File: config.mk
export PLATFORM = sky130hd
export DESIGN_NAME = uart_rx_frame_ctrl
export DESIGN_NICKNAME = d
export VERILOG_FILES = /design/src/rtl/uart_rx_frame_ctrl_pkg.sv /design/src/rtl/uart_frame_timer.sv /design/src/rtl/uart_rx_frame_ctrl.sv
export SDC_FILE = /design/constraint.sdc
export NUM_CORES = 1
export LEC_CHECK = 0
export CAP_MARGIN = 20
export CORE_AREA = 2 2 83 85
export CTS_BUF_LIST = sky130_fd_sc_hd__clkbuf_4
export DETAILED_ROUTE_END_ITERATION = 8
export DIE_AREA = 0 0 85 87
export PLACE_DENSITY = 0.69
export SETUP_SLACK_MARGIN = 0.3
export SYNTH_ARGS = -nofsm -noshare
export SYNTH_HDL_FRONTEND = slang
export SYNTH_HIERARCHICAL = 1
export SYNTH_SLANG_ARGS = --single-unit
File: constraint.sdc
create_clock -name clk -period 2.7 [get_ports clk]
set_input_delay 0.405 -clock clk [delete_from_list [all_inputs] [get_ports clk]]
set_output_delay 0.405 -clock clk [all_outputs]
set_load 0.005 [all_outputs]
File: src/rtl/uart_rx_frame_ctrl_pkg.sv
`default_nettype none
// ============================================================================
// Module      : uart_rx_frame_ctrl_pkg
// Description : Shared constants for the UART receive path. This package holds
//               the default receiver/frame parameters and the frame-controller
//               state encodings. It also holds a helper that sizes counters.
// Revision    : 1.0 - initial release
// ============================================================================
package uart_rx_frame_ctrl_pkg;

    // Default UART receive-path parameters
    localparam int UART_DATA_BITS      = 8;
    localparam int UART_WORD_BYTES     = 4;
    localparam int UART_TIMEOUT_CYCLES = 100000;

    // Frame controller state register width and encodings
    localparam int                       FRAME_STATE_W    = 2;
    localparam logic [FRAME_STATE_W-1:0] FRAME_STATE_IDLE = 2'd0;
    localparam logic [FRAME_STATE_W-1:0] FRAME_STATE_DATA = 2'd1;
    localparam logic [FRAME_STATE_W-1:0] FRAME_STATE_CHK  = 2'd2;
    localparam logic [FRAME_STATE_W-1:0] FRAME_STATE_HOLD = 2'd3;

    // Counter width able to index 0..n-1, never narrower than one bit
    function automatic int frame_cnt_width(input int n);
        return (n > 1) ? $clog2(n) : 1;
    endfunction

endpackage
`default_nettype wire

File: src/rtl/uart_frame_timer.sv
`default_nettype none
// ============================================================================
// Module      : uart_frame_timer
// Description : Inter-byte timeout counter for the frame controller. The count
//               returns to zero when i_clear is high. It advances when
//               i_enable is high and stops at the terminal count
//               TIMEOUT_CYCLES-1. o_terminal is high while the count sits at
//               that terminal value.
// Ports       : clk        - system clock
//               reset      - asynchronous active-low reset
//               i_clear    - load zero (takes priority over i_enable)
//               i_enable   - count this cycle
//               o_terminal - count equals TIMEOUT_CYCLES-1
// Revision    : 1.0 - initial release
// ============================================================================
module uart_frame_timer
    import uart_rx_frame_ctrl_pkg::*;
#(
    parameter int TIMEOUT_CYCLES = UART_TIMEOUT_CYCLES
)(
    input  logic clk,
    input  logic reset,
    input  logic i_clear,
    input  logic i_enable,
    output logic o_terminal
);

    localparam int               CNT_W      = frame_cnt_width(TIMEOUT_CYCLES);
    localparam logic [CNT_W-1:0] c_cnt_last = CNT_W'(TIMEOUT_CYCLES - 1);

    logic [CNT_W-1:0] r_cnt;

    // The count stops at terminal so it can never wrap back to zero.
    always_ff @(posedge clk or negedge reset) begin
        if (!reset) begin
            r_cnt <= '0;
        end else if (i_clear) begin
            r_cnt <= '0;
        end else if (i_enable && !o_terminal) begin
            r_cnt <= r_cnt + CNT_W'(1);
        end
    end

    assign o_terminal = (r_cnt == c_cnt_last);

endmodule
`default_nettype wire

File: src/rtl/uart_rx_frame_ctrl.sv
`default_nettype none
// ============================================================================
// Module      : uart_rx_frame_ctrl
// Description : Assembles the UART receiver byte stream into command frames.
//               A frame is one command byte followed by WORD_BYTES
//               little-endian payload bytes. The frame is offered on a
//               valid/ready interface. The controller drops a partial frame
//               on inter-byte timeout. It flags bytes that arrive while a
//               frame is held.
//               Optional feature macro: UART_FRAME_CHECKSUM_EN. When it is
//               defined, one trailing byte is expected. That byte must equal
//               the XOR of the command and payload bytes.
// Ports       : clk          - system clock, rising edge
//               reset        - asynchronous active-low reset
//               rx_done_tick - one-cycle strobe, rx_data holds a new byte
//               rx_data      - received byte
//               frame_valid  - frame available
//               frame_ready  - consumer accepts frame
//               frame_cmd    - command byte
//               frame_data   - payload, byte 1 in the low bits
//               frame_err    - one-cycle pulse, frame dropped
//               overrun      - one-cycle pulse, byte lost while frame held
// Revision    : 1.0 - initial release
// ============================================================================
module uart_rx_frame_ctrl
    import uart_rx_frame_ctrl_pkg::*;
#(
    parameter int DATA_BITS      = UART_DATA_BITS,
    parameter int WORD_BYTES     = UART_WORD_BYTES,
    parameter int TIMEOUT_CYCLES = UART_TIMEOUT_CYCLES
)(
    input  logic                            clk,
    input  logic                            reset,
    input  logic                            rx_done_tick,
    input  logic [DATA_BITS-1:0]            rx_data,
    output logic                            frame_valid,
    input  logic                            frame_ready,
    output logic [DATA_BITS-1:0]            frame_cmd,
    output logic [WORD_BYTES*DATA_BITS-1:0] frame_data,
    output logic                            frame_err,
    output logic                            overrun
);

    localparam int                BCNT_W      = frame_cnt_width(WORD_BYTES);
    localparam logic [BCNT_W-1:0] c_bcnt_last = BCNT_W'(WORD_BYTES - 1);

`ifdef UART_FRAME_CHECKSUM_EN
    localparam logic [FRAME_STATE_W-1:0] c_after_data = FRAME_STATE_CHK;
`else
    localparam logic [FRAME_STATE_W-1:0] c_after_data = FRAME_STATE_HOLD;
`endif

    logic [FRAME_STATE_W-1:0]        r_state;
    logic [FRAME_STATE_W-1:0]        w_state_nxt;
    logic [BCNT_W-1:0]               r_bcnt;
    logic [DATA_BITS-1:0]            r_cmd;
    logic [WORD_BYTES*DATA_BITS-1:0] r_data;
    logic                            r_err;
    logic                            r_ovr;

    logic w_take_cmd;   // rx_data starts a new frame
    logic w_take_data;  // rx_data goes into payload slot r_bcnt
    logic w_err;
    logic w_ovr;
    logic w_tmo_clear;
    logic w_tmo_en;
    logic w_tmo_tc;

`ifdef UART_FRAME_CHECKSUM_EN
    logic [DATA_BITS-1:0] r_acc;
`endif

    uart_frame_timer #(
        .TIMEOUT_CYCLES (TIMEOUT_CYCLES)
    ) u_timer (
        .clk        (clk),
        .reset      (reset),
        .i_clear    (w_tmo_clear),
        .i_enable   (w_tmo_en),
        .o_terminal (w_tmo_tc)
    );

    // ------------------------------------------------------------------------
    // Next-state and control decode
    // ------------------------------------------------------------------------
    always_comb begin
        w_state_nxt = r_state;
        w_take_cmd  = 1'b0;
        w_take_data = 1'b0;
        w_err       = 1'b0;
        w_ovr       = 1'b0;
        w_tmo_clear = 1'b0;
        w_tmo_en    = 1'b0;

        case (r_state)
            FRAME_STATE_IDLE: begin
                if (rx_done_tick) begin
                    w_take_cmd  = 1'b1;
                    w_tmo_clear = 1'b1;
                    w_state_nxt = FRAME_STATE_DATA;
                end
            end

            FRAME_STATE_DATA: begin
                w_tmo_en = 1'b1;
                // A byte in the terminal-count cycle still counts as on time.
                if (rx_done_tick) begin
                    w_take_data = 1'b1;
                    w_tmo_clear = 1'b1;
                    if (r_bcnt == c_bcnt_last) begin
                        w_state_nxt = c_after_data;
                    end
                end else if (w_tmo_tc) begin
                    w_err       = 1'b1;
                    w_tmo_clear = 1'b1;
                    w_state_nxt = FRAME_STATE_IDLE;
                end
            end

`ifdef UART_FRAME_CHECKSUM_EN
            FRAME_STATE_CHK: begin
                w_tmo_en = 1'b1;
                if (rx_done_tick) begin
                    w_tmo_clear = 1'b1;
                    if (rx_data == r_acc) begin
                        w_state_nxt = FRAME_STATE_HOLD;
                    end else begin
                        w_err       = 1'b1;
                        w_state_nxt = FRAME_STATE_IDLE;
                    end
                end else if (w_tmo_tc) begin
                    w_err       = 1'b1;
                    w_tmo_clear = 1'b1;
                    w_state_nxt = FRAME_STATE_IDLE;
                end
            end
`endif

            FRAME_STATE_HOLD: begin
                if (frame_ready) begin
                    w_state_nxt = FRAME_STATE_IDLE;
                    // A byte that arrives on the handshake cycle starts the next frame.
                    if (rx_done_tick) begin
                        w_take_cmd  = 1'b1;
                        w_tmo_clear = 1'b1;
                        w_state_nxt = FRAME_STATE_DATA;
                    end
                end else if (rx_done_tick) begin
                    w_ovr = 1'b1;
                end
            end

            default: begin
                w_state_nxt = FRAME_STATE_IDLE;
            end
        endcase
    end

    // ------------------------------------------------------------------------
    // State and frame registers
    // ------------------------------------------------------------------------
    always_ff @(posedge clk or negedge reset) begin
        if (!reset) begin
            r_state <= FRAME_STATE_IDLE;
            r_bcnt  <= '0;
            r_cmd   <= '0;
            r_data  <= '0;
            r_err   <= 1'b0;
            r_ovr   <= 1'b0;
        end else begin
            r_state <= w_state_nxt;
            r_err   <= w_err;
            r_ovr   <= w_ovr;
            if (w_take_cmd) begin
                r_cmd  <= rx_data;
                r_bcnt <= '0;
            end
            if (w_take_data) begin
                for (int i = 0; i < WORD_BYTES; i++) begin
                    if (r_bcnt == BCNT_W'(i)) begin
                        r_data[i*DATA_BITS +: DATA_BITS] <= rx_data;
                    end
                end
                // The counter stops at the last slot so it never wraps.
                if (r_bcnt != c_bcnt_last) begin
                    r_bcnt <= r_bcnt + BCNT_W'(1);
                end
            end
        end
    end

`ifdef UART_FRAME_CHECKSUM_EN
    // Running XOR of the command and payload bytes.
    always_ff @(posedge clk or negedge reset) begin
        if (!reset) begin
            r_acc <= '0;
        end else if (w_take_cmd) begin
            r_acc <= rx_data;
        end else if (w_take_data) begin
            r_acc <= r_acc ^ rx_data;
        end
    end
`endif

    assign frame_valid = (r_state == FRAME_STATE_HOLD);
    assign frame_cmd   = r_cmd;
    assign frame_data  = r_data;
    assign frame_err   = r_err;
    assign overrun     = r_ovr;

endmodule
`default_nettype wire

==> metrics.md <==
| Metric | Value |
|---|---|
| Placer congestion estimate | `0.839` |
| Post-synthesis cell type with the largest combined area | `dfrtp_1` |
| Antenna-violating nets left | `0` |
| Most used flip-flop cell after synthesis | `dfrtp_1` |
| Slew at the pin closest to its max-slew limit | `roughly 0.53 ns` |
| Post-synthesis average cell area | `between 10 and 15 um2` |
| Type of destination of the critical path | `flop` |
| Synth unique cells | `roughly 40` |
| Max Clk Rate | `0.450 GHz` |
| End of the worst register-to-register path | `u_timer/r_cnt[0]` |
| Final min period | `roughly 2.2 ns` |
| Maximum number of pins on one net before global-route repair | `43` |
| Max clock buf depth | `2` |
| Violation count after the first detailed-routing iteration | `85` |
| Via count | `between 2000 and 2500` |
| CP Data Required Time | `around 3.0 ns` |
| Critical path startpoint | `u_timer/r_cnt[13]` |
| Number of enable-type register cells in the synthesized netlist | `0` |
| Number of post-CTS setup repair buffers | `0` |
| Class of the most critical setup path | `flop to flop` |
| Initial antenna violation count | `0` |
| Global routing usage summed across all routing layers | `17.7%` |
| Final period util | `82.4%` |
| Number of buffer cells added on primary ports | `54` |
| Largest cells by area after synthesis | `dfrtp_1, mux2_2, ha_1, a21oi_1, or3_1` |
| Ratio of total power to cell area | `~990 nW/um2` |
| Library cell contributing the largest single delay on the critical path | `or4b_1` |
| Worst path max stage delay | `around 0.6 ns` |
| Post-layout power | `approximately 3.7 mW` |
| Register area | `between 1500 and 2000 um2` |
| Dpl hpwl | `4130 um` |
| Count of standard-cell rows | `30` |
| Worst vdd ir | `0.568 mV` |
| Net Count, Synth | `250` |
| Number of top-level pins | `between 50 and 60` |
| Setup repair after global routing missed its margin | `false` |
| Setup TNS after final layout | `0 ns` |
| Clk Tree Root Cell | `clkbuf_4` |
| Worst Path Arrival | `2.51 ns` |
| Initial core utilization | `roughly 43%` |
| Final Hold Vio Count | `0` |
| Worst setup path endpoint | `u_timer/r_cnt[0]` |
| Skew-Pair Late Insertion Delay | `between 0.3 and 0.4 ns` |
| Number of instances in the synthesized netlist | `roughly 230` |
| Area Overhead vs Synth | `29.2%` |
| Filler Cell Count | `548` |
| Post-synthesis sequential area ratio | `a little under three fifths` |
| Number of storage elements in the synthesis netlist | `between 60 and 70` |
| Depth of the most critical reg-to-reg path | `6` |
| Result of the run | `completed` |
| Die X-Extent | `85 um` |
| Count of inserted antenna diode cells | `0` |
| Reg2Reg Launch Point | `u_timer/r_cnt[13]` |
| Startpoint types | `flop` |
| Leakage power figure | `about 1.6 nW` |
| CTS sink cnt | `between 60 and 70` |
| Die boundary height | `between 80 and 90 um` |
| Hold Path Class | `input pin to asynchronous set/reset pin` |
| DRC viols | `0` |
| Share of final-layout standard cells stronger than drive strength 1 | `a little under a quarter` |
| TritonRoute pass-1 iters | `4` |
| Post-Syn Area | `between 2000 and 3000 um2` |
| Clock Pin Slew Worst Setup and Hold Paths | `between 0.1 and 0.15 ns` |
| Number of H-tree branching levels | `3` |
| Setup violators final | `0` |
| Synth warnings | `6` |
| Top post-synthesis cells by count | `dfrtp_1, mux2_2, a21oi_1` |
| Die area | `between 7000 and 8000 um2` |
| Area share of the largest cell type after synthesis | `a little under three fifths` |
| Chain of cells forming the critical path | `or4b_1, nor4_2, a21oi_1, a211oi_2, nor2b_1, mux2_4` |
| Most frequently used cell type in the post-synthesis netlist | `dfrtp_1` |
| Maximum fanout encountered on the critical timing path | `6` |
| Fin. max-slew vios | `0` |
| Worst setup slack for register-to-register paths | `0.48 ns` |
| Total wirelength of the detailed-routed design | `about 6000 um` |
| Number of global-route vias before repair | `approximately 2000` |
| Max-slew headroom | `between 60% and 70%` |
| # nets final | `316` |
| CTS tree | `done` |
| Detailed-route vias per instance | `5.31` |
| Fin Clk Skew | `0.00987 ns` |
| Async set-or-reset flop fraction in the synthesized netlist | `between 90% and 100%` |
| Footprint of the multi-input gates | `between 1000 and 1500 um2` |
| Total overflow reported by the global router | `0` |
| Total core area | `between 6000 and 7000 um2` |
| Mean routed wirelength per cell | `15.5 um` |
| CTS Buf Count | `9` |
| Maxcap violations | `0` |
| Wire length of the first global-routing pass | `between 10000 and 15000 um` |
==> cells by family after synthesis <==
logic type               synth area share, %
AND/OR/NAND/NOR                         14.3
multiplexers                            16.7
XOR/XNOR                                1.84
flip-flops                              55.3
AO/OA/AOI/OAI                           5.80
adder cells (fa/ha/maj)                 3.95
buffers and inverters                   2.15
==> layout make-up <==
type	count	share of cell area [%]
flip-flops and latches	63	42.8
well taps	80	2.72
clock buffers	10	2.04
inverters	9	0.917
clock inverters	6	1.90
repair buffers	61	16.4
multi-input cells	151	33.2
==> sequential cells by signal, indices dropped and copies added, names as in the netlist <==
register and count:
frame_data 32, frame_cmd 8, frame_err 1, r_bcnt 2, r_state 2, u_timer/r_cnt 17, overrun 1
==> how the worst min path moves through the flow <==
| stage | end | cells past startpoint | slack (ns) |
|---|---|---|---|
| 4_1_cts | frame_data[7] | 2 | 0.50 |
| 3_3_place_gp | frame_data[31] | 1 | 0.42 |
| 3_5_place_dp | frame_data[15] | 1 | 0.42 |
| 5_1_grt | frame_data[7] | 2 | 0.53 |
| 6_report | frame_data[7] | 2 | 0.51 |
| 2_1_floorplan | frame_cmd[0] | 0 | 0.11 |
==> repair_timing <==
action | CTS | global route
setup endpoints to repair | 0 | 17
hold buffers | 1 | 0
gates resized for setup | 0 | 1
endpoints found under the hold margin | 21 | 0
==> routing by layer <==
layer	global-route usage, %	wire length [um]
met5	0	0
met4	6.78	53
met3	8.15	488
met2	25.2	2660
met1	23.4	2700
==> worst max-delay path, delay by kind of cell (launching register included) <==
family / cells / cell delay [ns]
multiplexers: 1 / 0.27
flip-flops: 1 / 0.44
AND/OR/NAND/NOR: 3 / 0.97
AO/OA/AOI/OAI: 2 / 0.44
==> cell usage in the layout, fill, tap and decap left out, types with 6 or more instances in the layout <==
cell type        Yosys  layout
clkbuf_4             0      10
inv_1                8       8
o21ai_0             10      10
clkdlybuf4s50_1      0      53
nand2_1              8       8
a21oi_1             12      12
mux2_2              40      40
nand3_1              6       6
nor2_1               8       8
nand4_1              8       8
or3_1                9       9
ha_1                 9       9
dfrtp_1             63      63
==> metrics by stage <==
stage                     util (%)  setup WS [ns]  cells  area (um2)  hold slack, ns
after floorplan                  -          0.362    229        2850           0.109
after global placement        53.6          0.432    363        3520           0.415
after detailed placement      53.6          0.337    363        3520           0.416
after CTS                     56.0          0.314    380        3680           0.500
after global routing          56.1          0.328    380        3680           0.529
final                         56.1          0.476    380        3680           0.505
==> power by group <==
| group | internal (mW) | switching [mW] | leakage (nW) | total, mW |
|---|---|---|---|---|
| clock | 0.297 | 0.366 | 0.0692 | 0.663 |
| sequential | 1.29 | 0.200 | 0.790 | 1.49 |
| combinational | 0.955 | 0.541 | 0.710 | 1.50 |
Note: power is estimated with default switching activity, not from simulation.
